$ cat src/rtl/hpdcache_plru_req_ctrl.sv
// -----------------------------------------------------------------------------
// hpdcache_plru_req_ctrl
//
// Initiator side of the PLRU replacement-state interface. It sits between the
// cache pipeline / refill logic and the PLRU state module:
//   - hit notifications are collected into a small coalescing FIFO and drained
//     as PLRU update requests (updt_*),
//   - victim allocation requests are granted one at a time, forwarded as a
//     replacement request (repl_*), and the victim way chosen by the PLRU module
//     is captured and returned through a registered valid/ready response.
// Allocation always wins over draining hits, so the PLRU module never receives
// an update and a replacement in the same cycle.
//
// Ports:
//   clk_i, rst_ni            clock, asynchronous active-low reset
//   hit_valid_i/ready_o      hit notification handshake
//   hit_set_i, hit_way_i     set index and one-hot way of the hit
//   alloc_req_i/gnt_o        victim allocation request / same-cycle grant
//   alloc_set_i              set to allocate in
//   alloc_dir_valid_i        directory valid bits of that set
//   alloc_updt_plru_i        mark the allocated way as recently used
//   alloc_rsp_valid_o/ready_i victim response handshake
//   alloc_rsp_way_o          one-hot victim way (held while valid)
//   updt_o, updt_set_o, updt_way_o            PLRU update request
//   repl_o, repl_set_o, repl_dir_valid_o,
//   repl_updt_plru_o                          PLRU replacement request
//   victim_way_i             combinational victim from the PLRU module
// -----------------------------------------------------------------------------
module hpdcache_plru_req_ctrl #(
  parameter  int unsigned SETS       = 64,
  parameter  int unsigned WAYS       = 8,
  parameter  int unsigned FIFO_DEPTH = 4,
  localparam int unsigned SW         = (SETS > 1) ? $clog2(SETS) : 1
) (
  input  logic            clk_i,
  input  logic            rst_ni,

  input  logic            hit_valid_i,
  output logic            hit_ready_o,
  input  logic [SW-1:0]   hit_set_i,
  input  logic [WAYS-1:0] hit_way_i,

  input  logic            alloc_req_i,
  output logic            alloc_gnt_o,
  input  logic [SW-1:0]   alloc_set_i,
  input  logic [WAYS-1:0] alloc_dir_valid_i,
  input  logic            alloc_updt_plru_i,
  output logic            alloc_rsp_valid_o,
  input  logic            alloc_rsp_ready_i,
  output logic [WAYS-1:0] alloc_rsp_way_o,

  output logic            updt_o,
  output logic [SW-1:0]   updt_set_o,
  output logic [WAYS-1:0] updt_way_o,

  output logic            repl_o,
  output logic [SW-1:0]   repl_set_o,
  output logic [WAYS-1:0] repl_dir_valid_o,
  output logic            repl_updt_plru_o,
  input  logic [WAYS-1:0] victim_way_i
);

  localparam int unsigned PW = $clog2(FIFO_DEPTH);
  localparam logic [PW:0] FULL_CNT = FIFO_DEPTH[PW:0];
  localparam logic [PW:0] ONE_CNT  = {{PW{1'b0}}, 1'b1};

  typedef enum logic {
    IDLE,
    RSP
  } state_e;

  state_e          r_state;
  state_e          w_nextState;
  logic [WAYS-1:0] r_rspWay;
  logic            w_gnt;

  logic [SW-1:0]   r_setMem [FIFO_DEPTH];
  logic [WAYS-1:0] r_wayMem [FIFO_DEPTH];
  logic [PW:0]     r_wrPtr;
  logic [PW:0]     r_rdPtr;
  logic [PW:0]     w_count;
  logic [PW-1:0]   w_tailIdx;
  logic [PW-1:0]   w_headIdx;
  logic            w_empty;
  logic            w_full;
  logic            w_accept;
  logic            w_coalesce;
  logic            w_push;
  logic            w_pop;

  // Grant only from IDLE. Gating with rst_ni keeps every output at 0 while
  // reset is held, even if a requester is already asserting alloc_req_i.
  always_comb begin
    w_gnt       = 1'b0;
    w_nextState = r_state;
    unique case (r_state)
      IDLE: begin
        w_gnt = rst_ni && alloc_req_i;
        if (w_gnt) begin
          w_nextState = RSP;
        end
      end
      RSP: begin
        if (alloc_rsp_ready_i) begin
          w_nextState = IDLE;
        end
      end
      default: w_nextState = IDLE;
    endcase
  end

  // The victim is sampled in the grant cycle, so the response appears exactly
  // one cycle later and stays frozen for the whole RSP state.
  always_ff @(posedge clk_i or negedge rst_ni) begin
    if (!rst_ni) begin
      r_state  <= IDLE;
      r_rspWay <= '0;
    end else begin
      r_state <= w_nextState;
      if (w_gnt) begin
        r_rspWay <= victim_way_i;
      end
    end
  end

  // Occupancy comes from the pointer difference; the extra MSB separates full
  // from empty when the index bits match.
  always_comb begin
    w_count   = r_wrPtr - r_rdPtr;
    w_empty   = (r_wrPtr == r_rdPtr);
    w_full    = (w_count == FULL_CNT);
    w_tailIdx = r_wrPtr[PW-1:0] - {{(PW-1){1'b0}}, 1'b1};
    w_headIdx = r_rdPtr[PW-1:0];
    w_accept  = hit_valid_i && hit_ready_o;
    w_pop     = !w_empty && !w_gnt;
    // A hit equal to the tail entry adds nothing to the PLRU state, unless that
    // tail is leaving the FIFO right now, in which case it must be re-queued.
    w_coalesce = !w_empty
              && ({hit_set_i, hit_way_i} == {r_setMem[w_tailIdx], r_wayMem[w_tailIdx]})
              && !(w_pop && (w_count == ONE_CNT));
    w_push    = w_accept && !w_coalesce;
  end

  // FIFO pointers; a simultaneous push and pop leaves the occupancy unchanged.
  always_ff @(posedge clk_i or negedge rst_ni) begin
    if (!rst_ni) begin
      r_wrPtr <= '0;
      r_rdPtr <= '0;
    end else begin
      if (w_push) begin
        r_wrPtr <= r_wrPtr + ONE_CNT;
      end
      if (w_pop) begin
        r_rdPtr <= r_rdPtr + ONE_CNT;
      end
    end
  end

  // FIFO storage; contents are only observed through the pointers, so no reset.
  always_ff @(posedge clk_i) begin
    if (w_push) begin
      r_setMem[r_wrPtr[PW-1:0]] <= hit_set_i;
      r_wayMem[r_wrPtr[PW-1:0]] <= hit_way_i;
    end
  end

  // Output drive; data buses read 0 whenever their request strobe is low.
  always_comb begin
    hit_ready_o       = rst_ni && !w_full;
    alloc_gnt_o       = w_gnt;
    alloc_rsp_valid_o = (r_state == RSP);
    alloc_rsp_way_o   = r_rspWay;
    repl_o            = w_gnt;
    repl_set_o        = '0;
    repl_dir_valid_o  = '0;
    repl_updt_plru_o  = 1'b0;
    updt_o            = w_pop;
    updt_set_o        = '0;
    updt_way_o        = '0;
    if (w_gnt) begin
      repl_set_o       = alloc_set_i;
      repl_dir_valid_o = alloc_dir_valid_i;
      repl_updt_plru_o = alloc_updt_plru_i;
    end
    if (w_pop) begin
      updt_set_o = r_setMem[w_headIdx];
      updt_way_o = r_wayMem[w_headIdx];
    end
  end

`ifndef SYNTHESIS
  hitWayOneHot: assert property (@(posedge clk_i) disable iff (!rst_ni)
    hit_valid_i |-> $onehot(hit_way_i));

  victimOneHot: assert property (@(posedge clk_i) disable iff (!rst_ni)
    repl_o |-> $onehot(victim_way_i));

  rspWayStable: assert property (@(posedge clk_i) disable iff (!rst_ni)
    (alloc_rsp_valid_o && !alloc_rsp_ready_i) |=> $stable(alloc_rsp_way_o));
`endif

endmodule

$ cat config.mk
export PLATFORM = sky130hd
export DESIGN_NAME = hpdcache_plru_req_ctrl
export DESIGN_NICKNAME = d
export VERILOG_FILES = /design/src/rtl/hpdcache_plru_req_ctrl.sv
export SDC_FILE = /design/constraint.sdc
export NUM_CORES = 1
export LEC_CHECK = 0
export ABC_AREA = 0
export CORE_UTILIZATION = 56
export CTS_BUF_LIST = sky130_fd_sc_hd__clkbuf_8
export CTS_CLUSTER_DIAMETER = 50
export CTS_CLUSTER_SIZE = 14
export DETAILED_ROUTE_END_ITERATION = 16
export PLACE_DENSITY = 0.91
export SLEW_MARGIN = 20
export SYNTH_ARGS = -nofsm -noshare
export SYNTH_HDL_FRONTEND = slang
export SYNTH_SLANG_ARGS = --single-unit
$ cat constraint.sdc
create_clock -name clk_i -period 10.6 [get_ports clk_i]
set_input_delay 2.12 -clock clk_i [delete_from_list [all_inputs] [get_ports clk_i]]
set_output_delay 2.12 -clock clk_i [all_outputs]
set_load 0.1 [all_outputs]
==> reports/results.tsv <==
metric	value	unit
outcome	complete, no violations	
crit-path most repeated cell	clkdlybuf4s50_1	
placed instance area	0.00440	mm2
Synth top area share	47.5	%
first-pass GRT wire length	11.6	mm
# H-tree levels	3	
synth top area cells	edfxtp_1, mux4_2, dfrtp_1	
Worst Setup Path Type	primary input to primary output	
Max Cap Viol	0	
peak fanout along the critical path	26	
CP delay by family, top	buffers and inverters	
Critical-path top delay cell	clkdlybuf4s50_1	
worst-case clock buffer depth	2	
I/O pin cnt	84	
largest net degree at the start of global routing	27	
DIE WIDTH	81.5	um
Worst EP arrival	6.01	ns
Tcrit/Tclk final	76.7	%
final worst path period need	8.13	ns
Finish-stage setup viols	0	
CTS Sinks	71	
WL final	7.62	mm
Placeable Area	0.00599	mm2
register area share after synthesis	58.1	%
average wire per cell in the routed design	19.8	um
CTS buffer count	9	
vias in the first global route	2378	
Tot GR Track Use	25.4	%
ratio of cells with drive above 1 in the final layout	13.3	%
Worst-Margin Slew	1.03	ns
CP endpoint kind	primary output	
Gate Count Post-Synth	222	
path depth of the worst reg2reg path	8	
post-synthesis sequential element count	71	
hold path depth	2	
RSZ-0062 raised after global routing	no	
clock root buffer	clkbuf_8	
Filler Cell Count	353	
average size of a mapped cell	15.9	um2
WP buf/inv	3	
clk slew on worst S/H paths	0.08	ns
CP Cell Sequence	clkdlybuf4s50_1, nand3b_1, inv_1, and2_1, clkdlybuf4s50_1	
gr ovfl total	0	
input/output buffers	83	
startpoint types	primary input	
fin. max-slew vios	0	
CP peak stage delay	1.14	ns
DP HPWL	5.17	mm
Tightest Hold Check Type	flip-flop to flip-flop	
TritonRoute pass-1 iters	4	
initial core utilization	59.1	%
Die Area	0.00664	mm2
initial antenna violation count	0	
final net count	354	
Hold Violations, Final	0	
post-synth cell types	29	
post-CTS sizing	0	
residual DRC count	0	
Syn Nets	272	
fmax	123	MHz
hold_buf cts	0	
antenna diode count	0	
largest area contributor in the netlist	edfxtp_1	
number of flops mapped to enable cells by yosys	56	
fin area	0.00463	mm2
Placer Congestion	0.759	
synthesis warning total	0	
main flop type after synthesis	edfxtp_1	
setup_tns	0	ns
Post-DRT Antenna Nets	0	
worst skew pair latency	0.35	ns
cell row count	28	
Synth async-reset ratio	21.1	%
worst clock skew	0.0127	ns
via count	2243	
CTS tree	done	
CP required	8.48	ns
Post-CTS Setup Bufs	0	
Die Y-Extent	81.5	um
Crit. path cell count	5	
synthesis-to-finish area growth	31.0	%
Post-Syn Area	0.00354	mm2
slew margin rel.	31.2	%
DR iter-0 viols	121	
DR vias/cell	5.84	
flip-flops by register name (all words and copies together), names as in the netlist:
signal	flops
r_rdPtr	3
alloc_rsp_way_o	8
r_wrPtr	3
r_wayMem	32
alloc_rsp_valid_o	1
r_setMem	24
metrics by stage:
| stage | util (%) | cells | worst slack, ns | hold slack, ns |
|---|---|---|---|---|
| 6_report | 77.4 | 384 | 2.47 | 0.481 |
| 5_1_grt | 77.4 | 384 | 2.04 | 0.515 |
| 4_1_cts | 77.4 | 384 | 2.37 | 0.485 |
| 3_5_place_dp | 73.4 | 368 | 2.35 | 0.467 |
| 3_3_place_gp | 73.4 | 368 | 2.55 | 0.458 |
| 2_1_floorplan | - | 222 | 4.12 | 0.462 |
area by class of cell:
cell class | instances | area, um2 | area share, %
flip-flops and latches | 71 | 2060 | 44.4
multi-input cells | 130 | 1380 | 29.8
repair buffers | 84 | 838 | 18.1
clock buffers | 9 | 124 | 2.67
clock inverters | 7 | 113 | 2.43
well taps | 75 | 93.8 | 2.02
inverters | 8 | 30.0 | 0.648
cells in the mapped netlist, types with 2 or more instances:
library cell   n
clkbuf_1       7
and3_1        14
ha_1           7
xor2_1         6
o21ai_0        2
xnor2_1       14
inv_1          8
mux4_1        11
dfrtp_1       15
nand2_1       29
nand4_1        2
buf_1          2
and2_1        15
edfxtp_1      56
nor4_2         2
mux4_2        17
and2_2         3
final timing paths:
check,slack [ns],end,from
setup reg to reg,6.49,r_setMem[1][5]$_DFFE_PP_,r_wrPtr[0]$_DFFE_PN0P_
max in group asynchronous,7.97,alloc_rsp_way_o[1]$_DFFE_PN0N_,rst_ni
setup / recovery,2.47,repl_dir_valid_o[1],rst_ni
min in group asynchronous,2.18,alloc_rsp_way_o[3]$_DFFE_PN0N_,rst_ni
hold reg to reg,0.48,alloc_rsp_way_o[5]$_DFFE_PN0N_,alloc_rsp_way_o[5]$_DFFE_PN0N_
hold / removal,0.48,alloc_rsp_way_o[5]$_DFFE_PN0N_,alloc_rsp_way_o[5]$_DFFE_PN0N_
per-layer routing:
metal,track usage [%],share of wire [%],up-vias
met4,13.8,2.8,0
li1,-,-,1010
met3,6.67,6.6,18
met2,43.2,52,97
met1,29.4,39,1118
met5,0,0,-
layout by cell type (no fill, tap or decap), types with 3 or more instances in the layout:
| master | instances |
|---|---|
| and2_1 | 15 |
| and2_2 | 3 |
| and3_1 | 14 |
| bufinv_16 | 3 |
| clkbuf_8 | 9 |
| clkdlybuf4s50_1 | 83 |
| dfrtp_1 | 15 |
| edfxtp_1 | 56 |
| ha_1 | 7 |
| inv_1 | 9 |
| mux4_1 | 11 |
| mux4_2 | 17 |
| nand2_1 | 29 |
| xnor2_1 | 14 |
| xor2_1 | 6 |
worst register-to-register path, delay by kind of cell, from the launching register on:
family | cells | cell delay, ns
flops | 1 | 0.97
fa+ha+maj | 1 | 0.80
simple gates | 2 | 0.77
mux | 1 | 0.42
compound gates | 2 | 0.41
buf+inv | 1 | 0.26
xor+xnor | 1 | 0.19
kinds of logic (layout without fill, tap and decap cells):
logic type / Yosys count / count (layout) / share of synthesized area, %
and+or+nand+nor: 67 / 67 / 10.3
buffers and inverters: 21 / 108 / 3.04
adders and majority gates: 8 / 8 / 3.04
AOI/OAI and AO/OA: 6 / 6 / 1.17
muxes: 29 / 29 / 19.4
DFF: 71 / 71 / 58.1
xor gates and xnor gates: 20 / 20 / 4.95
Power is left out: the tool's default activity adds up to more than one toggle a clock period on the data nets, which glitch-free logic cannot reach.
==> RTL edit 1, RTL diff (same settings) <==
Set the parameter `WAYS` to 16 (it was 8).
--- a/src/rtl/hpdcache_plru_req_ctrl.sv
+++ b/src/rtl/hpdcache_plru_req_ctrl.sv
@@ -29,5 +29,5 @@
 module hpdcache_plru_req_ctrl #(
   parameter  int unsigned SETS       = 64,
-  parameter  int unsigned WAYS       = 8,
+  parameter  int unsigned WAYS       = 16,
   parameter  int unsigned FIFO_DEPTH = 4,
   localparam int unsigned SW         = (SETS > 1) ? $clog2(SETS) : 1
Ports: changed (6 resized); port bits go from 84 to 132. The function was not compared with the original's and may differ.
==> RTL edit 1 against the unedited design <==
- worst setup slack better by 0.56 ns
- sequential cell count is 40 higher
- clock skew is 0.0023 ns higher
- routed wire length rose by 78%
- die area up 57%
- area after synthesis grew 58%
- final cell count up 70%
- final area grew 55%
- via count increased by 73%
Power is left out: the tool's default activity adds up to more than one toggle a clock period on the data nets, which glitch-free logic cannot reach.
==> RTL edit 1: results <==
[status]
outcome = "complete, no violations"

[synth]
synth_nets = 463
synthTopCellsByArea = "edfxtp_1, mux4_2, dfrtp_1"
synth.distinct_cells = 47
yosysSeqAreaShare_pct = 57.4
syn_avg_cell_area_um2 = 14.4

[global_routing]
grt_max_degree = 43
grtUsageTotal_pct = 26.9
grt_pass1_wl_um = 20400

[cts]
cts.clk_slew.worst_paths_ns = 0.10
clkLatencyLatePin_ns = 0.37

[place]
post-dp-hpwl_um = 9250
port_buffers = 131
placedCellCount = 638

[cells_and_area]
ff_latch_area_um2 = 3220
drive_gt1_share_pct = 12.9
final_cells = 654
fin_nets = 590
largest_register_ffs = 64

[drt]
drt_iter0_markers = 390
wl_um = 13500
dr.pass1.iters = 6

[hold_path]
min_to = "alloc_rsp_way_o[5]"

[worst_setup_path]
r2r_end = "r_wayMem[2][15]"
path_max_fanout = 42

[timing]
holdWs_ns = 0.498
finClkSkew_ns = 0.0150
==> RTL edit 1: how the worst max path moves through the flow <==
stage	slack [ns]	endpoint	cells past startpoint	from
floorplan	4.61	repl_o	4	rst_ni
global placement	3.12	repl_dir_valid_o[11]	7	rst_ni
detailed placement	3.02	repl_set_o[3]	7	rst_ni
CTS	3.01	repl_set_o[3]	7	rst_ni
global route	2.79	repl_dir_valid_o[1]	7	rst_ni
finish	3.04	repl_set_o[4]	7	rst_ni
==> RTL edit 1: routing by layer <==
metal	share of wire [%]	routed length, µm	track usage [%]	up-vias
met2	54	7280	46.8	215
li1	-	-	-	1710
met5	0	0	0	-
met1	38	5150	34.2	1944
met4	1.4	186	8.79	0
met3	6.6	896	5.20	22
==> RTL edit 1: worst min-delay path, stage by stage (launching register included) <==
cell,delay [ns]
dfrtp_1,0.36
nand2_1,0.05
nand2_1,0.06
==> RTL edit 1: cell type report <==
class | count | share of cell area [%]
Clock buffer | 9 | 1.72
Clock inverter | 7 | 0.695
Inverter | 7 | 0.365
Multi-Input combinational cell | 246 | 31.0
Sequential cell | 111 | 44.7
Tap cell | 133 | 2.31
Timing Repair Buffer | 141 | 19.3
==> RTL edit 1: logic make-up (layout without fill, tap and decap cells) <==
| kind of cell | count (synthesis) | count (layout) | synth area share, % |
|---|---|---|---|
| and+or+nand+nor | 138 | 138 | 12.6 |
| DFF | 111 | 111 | 57.4 |
| muxes | 53 | 53 | 18.0 |
| buffers and inverters | 32 | 164 | 2.97 |
| xor gates and xnor gates | 26 | 26 | 4.33 |
| AOI/OAI and AO/OA | 21 | 21 | 2.70 |
| adders and majority gates | 8 | 8 | 1.92 |
==> RTL edit 2, RTL diff (same settings) <==
Without the edit above. Make the reset (`rst_ni`) synchronous in 2 clocked blocks. Comments in the files are not updated.
--- a/src/rtl/hpdcache_plru_req_ctrl.sv
+++ b/src/rtl/hpdcache_plru_req_ctrl.sv
@@ -112,5 +112,5 @@
   // The victim is sampled in the grant cycle, so the response appears exactly
   // one cycle later and stays frozen for the whole RSP state.
-  always_ff @(posedge clk_i or negedge rst_ni) begin
+  always_ff @(posedge clk_i) begin
     if (!rst_ni) begin
       r_state  <= IDLE;
@@ -143,5 +143,5 @@
 
   // FIFO pointers; a simultaneous push and pop leaves the occupancy unchanged.
-  always_ff @(posedge clk_i or negedge rst_ni) begin
+  always_ff @(posedge clk_i) begin
     if (!rst_ni) begin
       r_wrPtr <= '0;
Behaviour: differs if rst_ni is asserted again (counterexample within 4 cycles, from zero or initial values and one cycle with rst_ni low); with rst_ni held inactive, the same outputs for 10 cycles.
==> RTL edit 2 against the unedited design <==
- area after synthesis rose by 3.0%
- critical endpoint is now updt_o
- worst setup slack improved by 0.66 ns
- highest routed layer unchanged
- sequential cell count rose by 2
- routed wire length grew 3.8%
- final area rose by 1.7%
- worst hold slack lost 0.0010 ns
- critical path type unchanged
==> RTL edit 2: results <==
[status]
outcome = "complete, no violations"

[timing]
fin_ws_ns = 3.13
worst_pin_slew_ns = 1.01
finClkSkew_ns = 0.00770

[synth]
syn_avg_cell_area_um2 = 14.6
synth.distinct_cells = 35
synth_common_cells = "edfxtp_1, nand2_1, mux4_2, and2_1, dfxtp_1"
synth-edff-count = 56
yosysWarningCount = 0
yosysSeqAreaShare_pct = 55.5
synth_nets = 299
synthTopCellsByArea = "edfxtp_1, mux4_2, dfxtp_1"
async_flop_share_pct = 0

[drt]
via_count = 2459
drcViolationCount = 0
dr.pass1.iters = 4
drt_iter0_markers = 211
wl_um = 7910
viasPerCell = 5.97

[worst_setup_path]
cp_top_family = "buffers and inverters"
r2r_slack_ns = 6.76
max_stage_delay_ns = 1.20
path_max_fanout = 23
slowest_stage = "clkdlybuf4s50_1"
cp_data_arrival_time_ns = 5.35

[place]
placedCellCount = 396
routabilityCongestion = 0.823
port_buffers = 83
post-dp-hpwl_um = 5440

[global_routing]
grt_pass1_vias = 2401
grt_max_degree = 24
overflow = 0
grt_pass1_wl_um = 11700
antenna_found_initial = 0
grtUsageTotal_pct = 24.2

[power]
switchingPower_w = 0.000640
cellLeakagePower_nw = 1.66
vdd_ir_drop_max_mv = 0.241

[cells_and_area]
fin_nets = 380
largest_register_ffs = 32
fillers = 393
antennaDiodeCount = 0
drive_gt1_share_pct = 12.8

[cts]
cts_root_buf = "clkbuf_8"
cts_resized = 0
clock_path_buffers = 2
htreeDepth = 3
cts_setup_buffers = 0
clkLatencyLatePin_ns = 0.35
cts.clk_slew.worst_paths_ns = 0.08
cts_buffers = 9

[hold_path]
hp-class = "flip-flop to flip-flop"
RTL edit 2: cell types whose count changed in the layout (fill, tap and decap cells not counted), sizes merged, moves of 4 or more:
cell | before | now
dfxtp | 0 | 17
and2 | 18 | 22
nor3 | 0 | 4
a21boi | 0 | 8
nor2 | 0 | 6
dfrtp | 15 | 0
RTL edit 2: worst register-to-register path, stage by stage, from the launching register on:
cell	delay, ns
dfxtp_1	0.48
inv_1	0.15
ha_1	0.76
mux4_2	0.42
xor2_1	0.17
nor4_2	0.35
nand4_2	0.25
o311a_1	0.46
and2_1	0.44
RTL edit 2: final cells by class:
cell class                      count  area, µm²  area share (%)
Tap cell                           77       96.3            2.04
Clock buffer                        9        124            2.63
Sequential cell                    73       2020            42.9
Clock inverter                      7       77.6            1.65
Timing Repair Buffer               84        838            17.8
Inverter                            4       15.0           0.318
Multi-Input combinational cell    158       1540            32.7
RTL edit 2: path summary, 6_finish.rpt:
path	from	to	depth (start not counted)
worst max register to register	r_wrPtr[1]	r_wayMem[0][1]	8
worst min-delay path	alloc_rsp_way_o[1]	alloc_rsp_way_o[1]	2
worst min register to register	alloc_rsp_way_o[1]	alloc_rsp_way_o[1]	2
worst max-delay path	rst_ni	updt_o	5
RTL edit 2: power by group through the flow:
stage               Clock, W  Sequential [W]  Combinational [W]
detailed placement         0        0.000383           0.000725
CTS                 0.000223        0.000377           0.000727
global placement           0        0.000379           0.000714
global route        0.000232        0.000381           0.000759
finish              0.000221        0.000376           0.000728
floorplan                  0        0.000374           0.000568
RTL edit 2: logic make-up after synthesis:
group,synth area share [%]
AO/OA/AOI/OAI,3.50
XOR/XNOR,4.70
adder cells (fa/ha/maj),2.95
buffers and inverters,2.23
flip-flops,55.5
multiplexers,18.5
AND/OR/NAND/NOR,12.6
RTL edit 2: layer usage:
metal / wire, µm / vias up / track usage, %
li1: - / 1110 / -
met1: 3140 / 1222 / 30.1
met2: 4100 / 118 / 41.3
met3: 573 / 9 / 4.51
met4: 102 / 0 / 10.5
met5: 0 / - / 0
RTL edit 2: through the flow:
step / hold WS, ns / power [W] / instance area, µm² / utilization, %
floorplan: 0.559 / 0.000942 / 3640 / -
global placement: 0.454 / 0.00109 / 4510 / 71.5
detailed placement: 0.464 / 0.00111 / 4510 / 71.5
CTS: 0.481 / 0.00133 / 4710 / 74.7
global route: 0.504 / 0.00137 / 4710 / 74.7
finish: 0.480 / 0.00132 / 4710 / 74.7
